## config.mk

```make
export PLATFORM = sky130hd
export DESIGN_NAME = phase_fold_nco_flat
export DESIGN_NICKNAME = d
export VERILOG_FILES = /design/src/rtl/phase_fold_nco_pkg.sv /design/src/rtl/phase_fold_nco_if.sv /design/src/rtl/phase_fold_nco_fold.sv /design/src/rtl/phase_fold_nco.sv /design/src/flat_wrapper.sv
export SDC_FILE = /design/constraint.sdc
export NUM_CORES = 1
export LEC_CHECK = 0
export ABC_AREA = 1
export CORE_MARGIN = 4
export CORE_UTILIZATION = 45
export CTS_CLUSTER_SIZE = 14
export DETAILED_ROUTE_END_ITERATION = 7
export PLACE_DENSITY = 0.75
export SLEW_MARGIN = 10
export SYNTH_ARGS = -nofsm -noshare
export SYNTH_HDL_FRONTEND = slang
export SYNTH_SLANG_ARGS = --single-unit
```

## constraint.sdc

```tcl
create_clock -name clk -period 2.2 [get_ports clk]
set_input_delay 0.22 -clock clk [delete_from_list [all_inputs] [get_ports clk]]
set_output_delay 0.22 -clock clk [all_outputs]
set_load 0.1 [all_outputs]
```

## src/rtl/phase_fold_nco_pkg.sv

```systemverilog
// Shared types and constants for the phase generator and the sine stage it feeds.
package phase_fold_nco_pkg;

   // Sequencer states of the phase generator.
   typedef enum logic [1:0] {
      IDLE  = 2'd0,
      RUN   = 2'd1,
      DRAIN = 2'd2
   } state_t;

   // Quarter turn of an n-bit phase word: the folded value that maps to argument +1.0.
   function automatic int quarter_turn(input int n);
      return 1 << (n - 2);
   endfunction

   // Largest positive w-bit two's complement value; +1.0 saturates here.
   function automatic int sat_max(input int w);
      return (1 << (w - 1)) - 1;
   endfunction

endpackage

```

## src/rtl/phase_fold_nco_if.sv

```systemverilog
// Sample stream from the phase generator to the sine stage (valid/ready with last tag).
interface phase_fold_nco_if #(
   parameter int W = 16
) ();
   logic signed [W-1:0] dout;
   logic                dout_valid;
   logic                dout_ready;
   logic                dout_last;

   modport master (output dout, output dout_valid, output dout_last, input dout_ready);
   modport slave  (input dout, input dout_valid, input dout_last, output dout_ready);
endinterface

```

## src/rtl/phase_fold_nco_fold.sv

```systemverilog
// Folds a full-circle phase into [-1,1) (full scale = +/-pi/2) so that
// sin(pi/2 * dout) equals sin(2*pi * phase / 2^N). Purely combinational.
// W must not exceed N.
module phase_quadrant_fold
   import phase_fold_nco_pkg::*;
#(
   parameter int N = 16,
   parameter int W = 16
) (
   input  logic [N-1:0] ps,
   output logic [W-1:0] dout
);

   // Two guard bits keep the reflections and the doubling free of overflow.
   localparam logic signed [N+1:0] QUARTER = (N+2)'(quarter_turn(N));
   localparam logic signed [N+1:0] HALF    = QUARTER <<< 1;
   localparam logic [W-1:0]        SAT     = W'(sat_max(W));

   logic signed [N+1:0] p_ext;
   logic signed [N+1:0] p_fold;
   logic signed [N+1:0] p_twice;
   logic signed [N+1:0] p_scaled;

   // Reflect the outer half-circle about +/-pi/2, then rescale to W bits.
   always_comb begin
      p_ext = {{2{ps[N-1]}}, ps};
      if (p_ext >= QUARTER) begin
         p_fold = HALF - p_ext;
      end else if (p_ext < -QUARTER) begin
         p_fold = -HALF - p_ext;
      end else begin
         p_fold = p_ext;
      end
      // P' * 2^(W-N+1) written as (2*P') >>> (N-W); arithmetic shift truncates LSBs.
      p_twice  = p_fold <<< 1;
      p_scaled = p_twice >>> (N - W);
      // +1.0 is not representable; it is the only value that can overflow.
      dout = (p_fold == QUARTER) ? SAT : W'(p_scaled);
   end

endmodule

```

## src/rtl/phase_fold_nco.sv

```systemverilog
// Programmable phase accumulator with offset and quadrant fold, emitting
// burst or continuous samples on a valid/ready stream.
module phase_fold_nco
   import phase_fold_nco_pkg::*;
#(
   parameter int G_PHASE_WIDTH = 16,
   parameter int G_DOUT_WIDTH  = 16,
   parameter int G_COUNT_WIDTH = 16
) (
   input  logic                     clk,
   input  logic                     reset,
   input  logic                     enable,
   input  logic [G_PHASE_WIDTH-1:0] freq_word,
   input  logic [G_PHASE_WIDTH-1:0] phase_offset,
   input  logic                     cfg_load,
   input  logic                     start,
   input  logic                     stop,
   input  logic [G_COUNT_WIDTH-1:0] num_samples,
   output logic                     busy,
   output logic                     done,
   phase_fold_nco_if.master         dout_if
);

   localparam int N = G_PHASE_WIDTH;
   localparam int W = G_DOUT_WIDTH;
   localparam logic [G_COUNT_WIDTH-1:0] CNT_ONE = G_COUNT_WIDTH'(1);

   state_t state_reg, state_next;
   logic   done_reg, done_next;

   logic [N-1:0]             acc_reg;
   logic [N-1:0]             freq_reg;
   logic [N-1:0]             off_reg;
   logic [G_COUNT_WIDTH-1:0] remaining_reg;
   logic                     cont_reg;

   logic         s1_valid_reg;
   logic         s1_last_reg;
   logic [N-1:0] s1_ps_reg;

   logic         out_valid_reg;
   logic         out_last_reg;
   logic [W-1:0] out_data_reg;
   logic [W-1:0] fold_out;

   logic clr;
   logic advance;
   logic stop_cont;
   logic issue;
   logic issue_last;

   // enable low behaves exactly like reset.
   assign clr        = reset || !enable;
   assign advance    = !out_valid_reg || dout_if.dout_ready;
   assign stop_cont  = (state_reg == RUN) && cont_reg && stop;
   assign issue      = (state_reg == RUN) && advance && !stop_cont;
   assign issue_last = issue && !cont_reg && (remaining_reg == CNT_ONE);

   // Sequencer next state and the done pulse raised when the pipeline empties in DRAIN.
   always_comb begin
      state_next = state_reg;
      done_next  = 1'b0;
      case (state_reg)
         IDLE: begin
            if (start) begin
               state_next = RUN;
            end
         end
         RUN: begin
            if (stop_cont || issue_last) begin
               state_next = DRAIN;
            end
         end
         DRAIN: begin
            if (!s1_valid_reg && advance) begin
               state_next = IDLE;
               done_next  = 1'b1;
            end
         end
         default: begin
            state_next = IDLE;
         end
      endcase
   end

   // Sequencer state register.
   always_ff @(posedge clk) begin
      if (clr) begin
         state_reg <= IDLE;
         done_reg  <= 1'b0;
      end else begin
         state_reg <= state_next;
         done_reg  <= done_next;
      end
   end

   // Configuration, accumulator and burst counter; config is taken only while idle.
   always_ff @(posedge clk) begin
      if (clr) begin
         acc_reg       <= '0;
         freq_reg      <= '0;
         off_reg       <= '0;
         remaining_reg <= '0;
         cont_reg      <= 1'b0;
      end else begin
         if (state_reg == IDLE && cfg_load) begin
            freq_reg <= freq_word;
            off_reg  <= phase_offset;
            acc_reg  <= '0;
         end
         if (state_reg == IDLE && start) begin
            remaining_reg <= num_samples;
            cont_reg      <= (num_samples == '0);
         end
         if (issue) begin
            acc_reg <= acc_reg + freq_reg;
            if (!cont_reg) begin
               remaining_reg <= remaining_reg - CNT_ONE;
            end
         end
      end
   end

   phase_quadrant_fold #(
      .N (N),
      .W (W)
   ) u_fold (
      .ps   (s1_ps_reg),
      .dout (fold_out)
   );

   // Two-stage pipeline (offset add, then fold); every stage holds while stalled.
   always_ff @(posedge clk) begin
      if (clr) begin
         s1_valid_reg  <= 1'b0;
         s1_last_reg   <= 1'b0;
         s1_ps_reg     <= '0;
         out_valid_reg <= 1'b0;
         out_last_reg  <= 1'b0;
         out_data_reg  <= '0;
      end else if (advance) begin
         s1_valid_reg  <= issue;
         s1_last_reg   <= issue_last;
         s1_ps_reg     <= acc_reg + off_reg;
         out_valid_reg <= s1_valid_reg;
         out_last_reg  <= s1_last_reg;
         out_data_reg  <= fold_out;
      end
   end

   assign busy               = (state_reg != IDLE);
   assign done               = done_reg;
   assign dout_if.dout       = out_data_reg;
   assign dout_if.dout_valid = out_valid_reg;
   assign dout_if.dout_last  = out_last_reg;

endmodule

```

## src/flat_wrapper.sv

```systemverilog
// flat-port wrapper written by rule: the top's interface ports become plain ports
module phase_fold_nco_flat import phase_fold_nco_pkg::*;
#(
   parameter int G_PHASE_WIDTH = 16,
   parameter int G_DOUT_WIDTH  = 16,
   parameter int G_COUNT_WIDTH = 16
)
  (clk, reset, enable, freq_word, phase_offset, cfg_load, start, stop, num_samples, busy, done, dout_if_dout, dout_if_dout_valid, dout_if_dout_last, dout_if_dout_ready);
  phase_fold_nco_if #(.W(16)) dout_if_i ();
  input  logic clk;
  input  logic reset;
  input  logic enable;
  input  logic [G_PHASE_WIDTH-1:0] freq_word;
  input  logic [G_PHASE_WIDTH-1:0] phase_offset;
  input  logic cfg_load;
  input  logic start;
  input  logic stop;
  input  logic [G_COUNT_WIDTH-1:0] num_samples;
  output logic busy;
  output logic done;
  output wire logic [$bits(dout_if_i.dout)-1:0] dout_if_dout;
  output wire logic [$bits(dout_if_i.dout_valid)-1:0] dout_if_dout_valid;
  output wire logic [$bits(dout_if_i.dout_last)-1:0] dout_if_dout_last;
  input wire logic [$bits(dout_if_i.dout_ready)-1:0] dout_if_dout_ready;
  assign dout_if_dout = dout_if_i.dout;
  assign dout_if_dout_valid = dout_if_i.dout_valid;
  assign dout_if_dout_last = dout_if_i.dout_last;
  assign dout_if_i.dout_ready = dout_if_dout_ready;
  phase_fold_nco #(.G_PHASE_WIDTH(G_PHASE_WIDTH), .G_DOUT_WIDTH(G_DOUT_WIDTH), .G_COUNT_WIDTH(G_COUNT_WIDTH)) u_core (.clk(clk), .reset(reset), .enable(enable), .freq_word(freq_word), .phase_offset(phase_offset), .cfg_load(cfg_load), .start(start), .stop(stop), .num_samples(num_samples), .busy(busy), .done(done), .dout_if(dout_if_i));
endmodule
```

==> flow_summary.ini, run 1 <==
[status]
status = completed

[critical_path]
ff2ff_setup_slack_ps = 240
crit_family = adder cells
path_buf_inv = 3
start_kind = register
worst_path_max_delay_cell = fa_1
cp-end-kind = register
max_stage_delay_ps = 420
cp_data_required_time_ps = 2440
cp_common_cell = inv_1
path_max_fanout = 3
critPathArrivalTime_ps = 2210
critical_path_class = reg -> reg
crit_chain = ha_1 > inv_1 > fa_1 > inv_1 > nand3_1 > nand2_1 > a21oi_1 > xor2_1 > nand2_1 > o211ai_1 > inv_1

[die]
die_height_um = 125
rows = 42
core_um2 = 13300
dieArea_um2 = 15700
io_pins = 75
start_util = 0.463
die_x_um = 125

[pwr]
p_int_mw = 2.97
switching_power_mw = 1.13
power_density_nw_per_um2 = 560
sw_frac_of_total = 0.276
combPwrFrac = 0.158
clkPwrFrac = 0.360
power_leakage_nw = 3.37
total_power_mw = 4.11
ir_worst_vdd_uv = 386
seq_power_share = 0.482

[yosys]
yosys.area.top_type = dfxtp_1
synthCells = 923
synth_area_um2 = 6180
synthTopCellsByCount = 169 x nand2_1, 145 x nor2_1, 104 x dfxtp_1
syn_nets = 1013
ys_warn_count = 0
yosys-top-cells-area = dfxtp_1 34%, nand2_1 10%, nor2_1 8.8%
synth_top_area_frac = 0.337
synthArstFlopShare = 0
ys_ff_latch = 104
synthFlopType = dfxtp_1
yosysUniqueCellTypes = 38
synth_edf_count = 0
synth-seq-area-share = 0.337
syn_area_per_cell_um2 = 6.70
synth.most_common_cell = nand2_1

[clocking]
insertion_delay_ps = 350
clkTransAtPathRegs_ps = 70
cts_sinks = 104
numCtsBuffers = 9
cts_tree = yes
holdBufCountCts = 0
root_buffer = clkbuf_16
cts-htree-levels = 3
cts_buffer_depth = 2

[sta]
slew_headroom = 0.609
rsz0062_at_grt = false
fin_crit_sh = 0.893
max_freq_mhz = 509
worst_pin_slew_ps = 586
tns_ps = 0
finalMaxSlewViolations = 0
setup_viol = 0
clock-skew-final_ps = 10.4
final-hold-violation-count = 0
min_period_ps = 1960

[cells_and_area]
n_fill_cell = 1385
diodes = 0
final_layout_size_suffix_gt1_frac = 0.0765
area_growth_pct = 18.6
final_area_um2 = 7330
nets = 1080

[placement]
place_area_um2 = 7060
portBuffers = 74
place.gp.congestion = 0.902
dp_hpwl_um = 11600

[routing]
ant_nets = 0
wirelength_um = 15400
drt-vias-per-instance = 5.15
drc_errors = 0
vias = 6022
wl_per_cell_um = 13.2
first_iter_violations = 369
first_pass_iters = 5

[grt]
grt_pass1_wl_um = 25700
antenna_found_initial = 0
grt_pass1_vias = 5572
grt_max_degree = 43
grt_overflow = 0
grt_util_all_layers = 0.194

[hold_path]
hold_path_class = reg -> reg

[flow_run]
cap_violations = 0
## kinds of logic (layout without fill, tap and decap cells)
group,count (synthesis),after routing,synth area share
buf+inv,124,194,0.0779
xor+xnor,21,21,0.0298
flops,104,104,0.337
simple gates,413,413,0.280
fa+ha+maj,35,35,0.0733
compound gates,226,226,0.203
## worst paths after layout
kind / startpoint / cells past startpoint / endpoint
hold / removal: u_core.s1_valid_reg / 2 / u_core.s1_valid_reg
setup reg to reg: u_core.acc_reg[0] / 11 / u_core.s1_ps_reg[8]
setup / recovery: u_core.acc_reg[0] / 11 / u_core.s1_ps_reg[8]
hold reg to reg: u_core.s1_valid_reg / 2 / u_core.s1_valid_reg
## through the flow
stage	std cells	util	hold WS [ps]	setup slack (ps)
3_5_place_dp	1155	0.529	457	195
2_1_floorplan	923	-	382	25.8
4_1_cts	1169	0.549	465	176
6_report	1169	0.549	471	236
5_1_grt	1169	0.549	486	52.6
3_3_place_gp	1155	0.529	457	261
## metal layers
layer | share of wire | vias to the layer above | routed length, um | track usage
met3 | 0.053 | 14 | 819 | 0.0465
met1 | 0.47 | 2675 | 7290 | 0.257
met5 | 0 | - | 0 | 0
met2 | 0.46 | 138 | 7030 | 0.322
li1 | - | 3195 | - | -
met4 | 0.016 | 0 | 240 | 0.0427
## tightest hold or removal path, cell delays in order (launching register included)
cell and delay, ps:
dfxtp_1 310, nand2_1 60, a21oi_1 50
## power groups by stage
stage	combinational, mW	sequential, mW	clock [mW]
final	0.651	1.98	1.48
after global routing	0.731	1.99	1.59
after CTS	0.653	1.98	1.52
after detailed placement	0.647	2.02	0
after global placement	0.640	2.02	0
after floorplan	0.392	2.05	0
## layout by cell type, fill, tap and decap left out, types with 2 or more instances in the layout
cell | netlist | layout
nor2_1 | 145 | 144
clkdlybuf4s50_1 | 0 | 54
buf_4 | 0 | 33
a21o_1 | 6 | 6
a31oi_1 | 6 | 6
nor2_2 | 8 | 8
a211oi_1 | 8 | 8
inv_2 | 3 | 3
inv_1 | 90 | 90
dfxtp_1 | 104 | 104
nand3_1 | 60 | 60
ha_1 | 33 | 33
a21oi_2 | 10 | 10
a21oi_1 | 81 | 81
or2_2 | 2 | 2
xnor2_1 | 7 | 7
clkinvlp_4 | 0 | 2
clkbuf_16 | 0 | 9
nand2_2 | 3 | 3
o21bai_1 | 3 | 3
xor2_1 | 14 | 14
nand2_1 | 169 | 169
nor4_1 | 4 | 4
o211ai_1 | 6 | 6
fa_1 | 2 | 2
o21ai_0 | 100 | 99
nand4_1 | 10 | 10
nand3b_1 | 4 | 4
nor3_1 | 5 | 5
## what timing repair did
| item | CTS | global route |
|---|---|---|
| endpoints found under the setup margin | 0 | 2 |
| hold endpoints to repair | 0 | 0 |
| resized for setup | 0 | 2 |
| setup buffers | 0 | 0 |
## area by class of cell
type	instances	area, um2	area share
Inverter	93	349	0.0476
Timing Repair Buffer	87	788	0.108
Tap cell	176	220	0.0300
Multi-Input combinational cell	695	3630	0.495
Sequential cell	104	2080	0.284
Clock buffer	11	243	0.0331
Clock inverter	3	20.0	0.00273
Note: power is estimated with default switching activity, not from simulation.
==> inputs of run 2 (changes only) <==
CAP_MARGIN = 10   (was not set)
DONT_BUFFER_PORTS = 1   (was not set)
PLACE_DENSITY = 0.68   (was 0.75)
==> flow_summary.ini, run 2 (synthesis results as in run 1) <==
[cells_and_area]
final_common_cell = nand2_1
diodes = 0
final_cell_mix = 169 x nand2_1, 144 x nor2_1, 104 x dfxtp_1
n_fill_cell = 1387
area_growth_pct = 10.3
nets = 1024
final_layout_size_suffix_gt1_frac = 0.0789

[sta]
setup_viol = 0
tns_ps = 0
rsz0062_at_grt = false
max_freq_mhz = 520
clock-skew-final_ps = 11.1
slew_headroom = 0.568
worst_pin_slew_ps = 648
finalMaxSlewViolations = 0
fin_crit_sh = 0.873
fin_ws_ps = 279
min_period_ps = 1920
final-hold-violation-count = 0

[critical_path]
cp_data_required_time_ps = 2460
critPathArrivalTime_ps = 2180
start_kind = register
cp-end-kind = register
path_max_fanout = 6
critical_path_class = reg -> reg

[routing]
first_iter_violations = 391
first_pass_iters = 5
drt-vias-per-instance = 5.28
wirelength_um = 15200
wl_per_cell_um = 13.7
drc_errors = 0
ant_nets = 0
vias = 5886

[hold_path]
hold_path_class = in -> reg

[die]
io_pins = 75
core_um2 = 13300
dieArea_um2 = 15700
die_x_um = 125
die_height_um = 125
start_util = 0.463
rows = 42

[pwr]
power_leakage_nw = 3.17
ir_worst_vdd_uv = 456
power_density_nw_per_um2 = 598

[placement]
dp_hpwl_um = 11300
portBuffers = 0
dpl_worst_slack_ps = 185
place.gp.congestion = 0.899

[clocking]
holdBufCountCts = 0
cts_sinks = 104
clkTransAtPathRegs_ps = 70
insertion_delay_ps = 360
numCtsBuffers = 9
cts_buffer_depth = 2
root_buffer = clkbuf_16
cts-htree-levels = 3
cts_tree = yes

[grt]
antenna_found_initial = 0
grt_util_all_layers = 0.197
grt_pass1_vias = 5382
grt_overflow = 0
grt_pass1_wl_um = 25800
grt_max_degree = 73

[status]
status = completed

[flow_run]
cap_violations = 0
-- run 2: cell count changes in the layout (fill, tap and decap cells not counted) --
cell             before  now
clkdlybuf4s50_1      54    0
buf_4                33   29
buf_12                0    2
clkbuf_8              1    3
clkinvlp_4            2    0
clkinv_4              0    1
o21ai_1               1    2
o21ai_2               1    0
-- run 2: power breakdown --
group	internal, mW	switching [mW]	total [mW]
combinational	0.173	0.380	0.553
clock	0.855	0.691	1.55
sequential	1.94	0.0406	1.98
total	2.97	1.11	4.08
-- run 2: final cells by class --
| class | instances | area (um2) | area share |
|---|---|---|---|
| Multi-Input combinational cell | 695 | 3620 | 0.532 |
| Inverter | 93 | 349 | 0.0512 |
| Tap cell | 176 | 220 | 0.0323 |
| Clock buffer | 13 | 270 | 0.0396 |
| Sequential cell | 104 | 2080 | 0.305 |
| Clock inverter | 2 | 13.8 | 0.00202 |
| Timing Repair Buffer | 31 | 258 | 0.0378 |
-- run 2: what timing repair did --
item	in CTS	in global routing
buffers inserted	0	0
setup endpoints to repair	0	1
gates resized for setup	0	1
-- run 2: worst max-delay path, stage by stage, from the launching register on --
cell and delay, ps:
dfxtp_1 340, ha_1 390, a21oi_1 110, nand2_1 100, inv_1 60, o21ai_0 360, nand3_1 170, nand3b_1 120
nand3_1 80, nand2_1 70, inv_1 30
-- run 2: final timing paths --
kind / to / depth (start not counted) / slack [ps] / startpoint
worst max-delay path: u_core.s1_ps_reg[15] / 10 / 280 / u_core.acc_reg[2]
worst max register to register: u_core.s1_ps_reg[15] / 10 / 280 / u_core.acc_reg[2]
worst min-delay path: u_core.off_reg[11] / 2 / 30 / phase_offset[11]
worst min register to register: u_core.s1_last_reg / 2 / 470 / u_core.s1_last_reg
-- run 2: stage by stage --
| step | power [mW] | hold WS [ps] | instance area [um2] | cells | utilization |
|---|---|---|---|---|---|
| floorplan | 2.45 | 382 | 6180 | 923 | - |
| global placement | 2.57 | 389 | 6530 | 1099 | 0.490 |
| detailed placement | 2.57 | 395 | 6530 | 1099 | 0.490 |
| CTS | 4.12 | 20.0 | 6820 | 1114 | 0.511 |
| global route | 4.29 | 35.9 | 6820 | 1114 | 0.511 |
| finish | 4.08 | 30.4 | 6820 | 1114 | 0.511 |
-- run 2: routing by layer --
metal,up-vias,global-route usage,share of wire
met4,0,0.0574,0.016
met2,177,0.316,0.44
li1,3087,-,-
met5,-,0,0
met3,21,0.0439,0.062
met1,2601,0.267,0.48
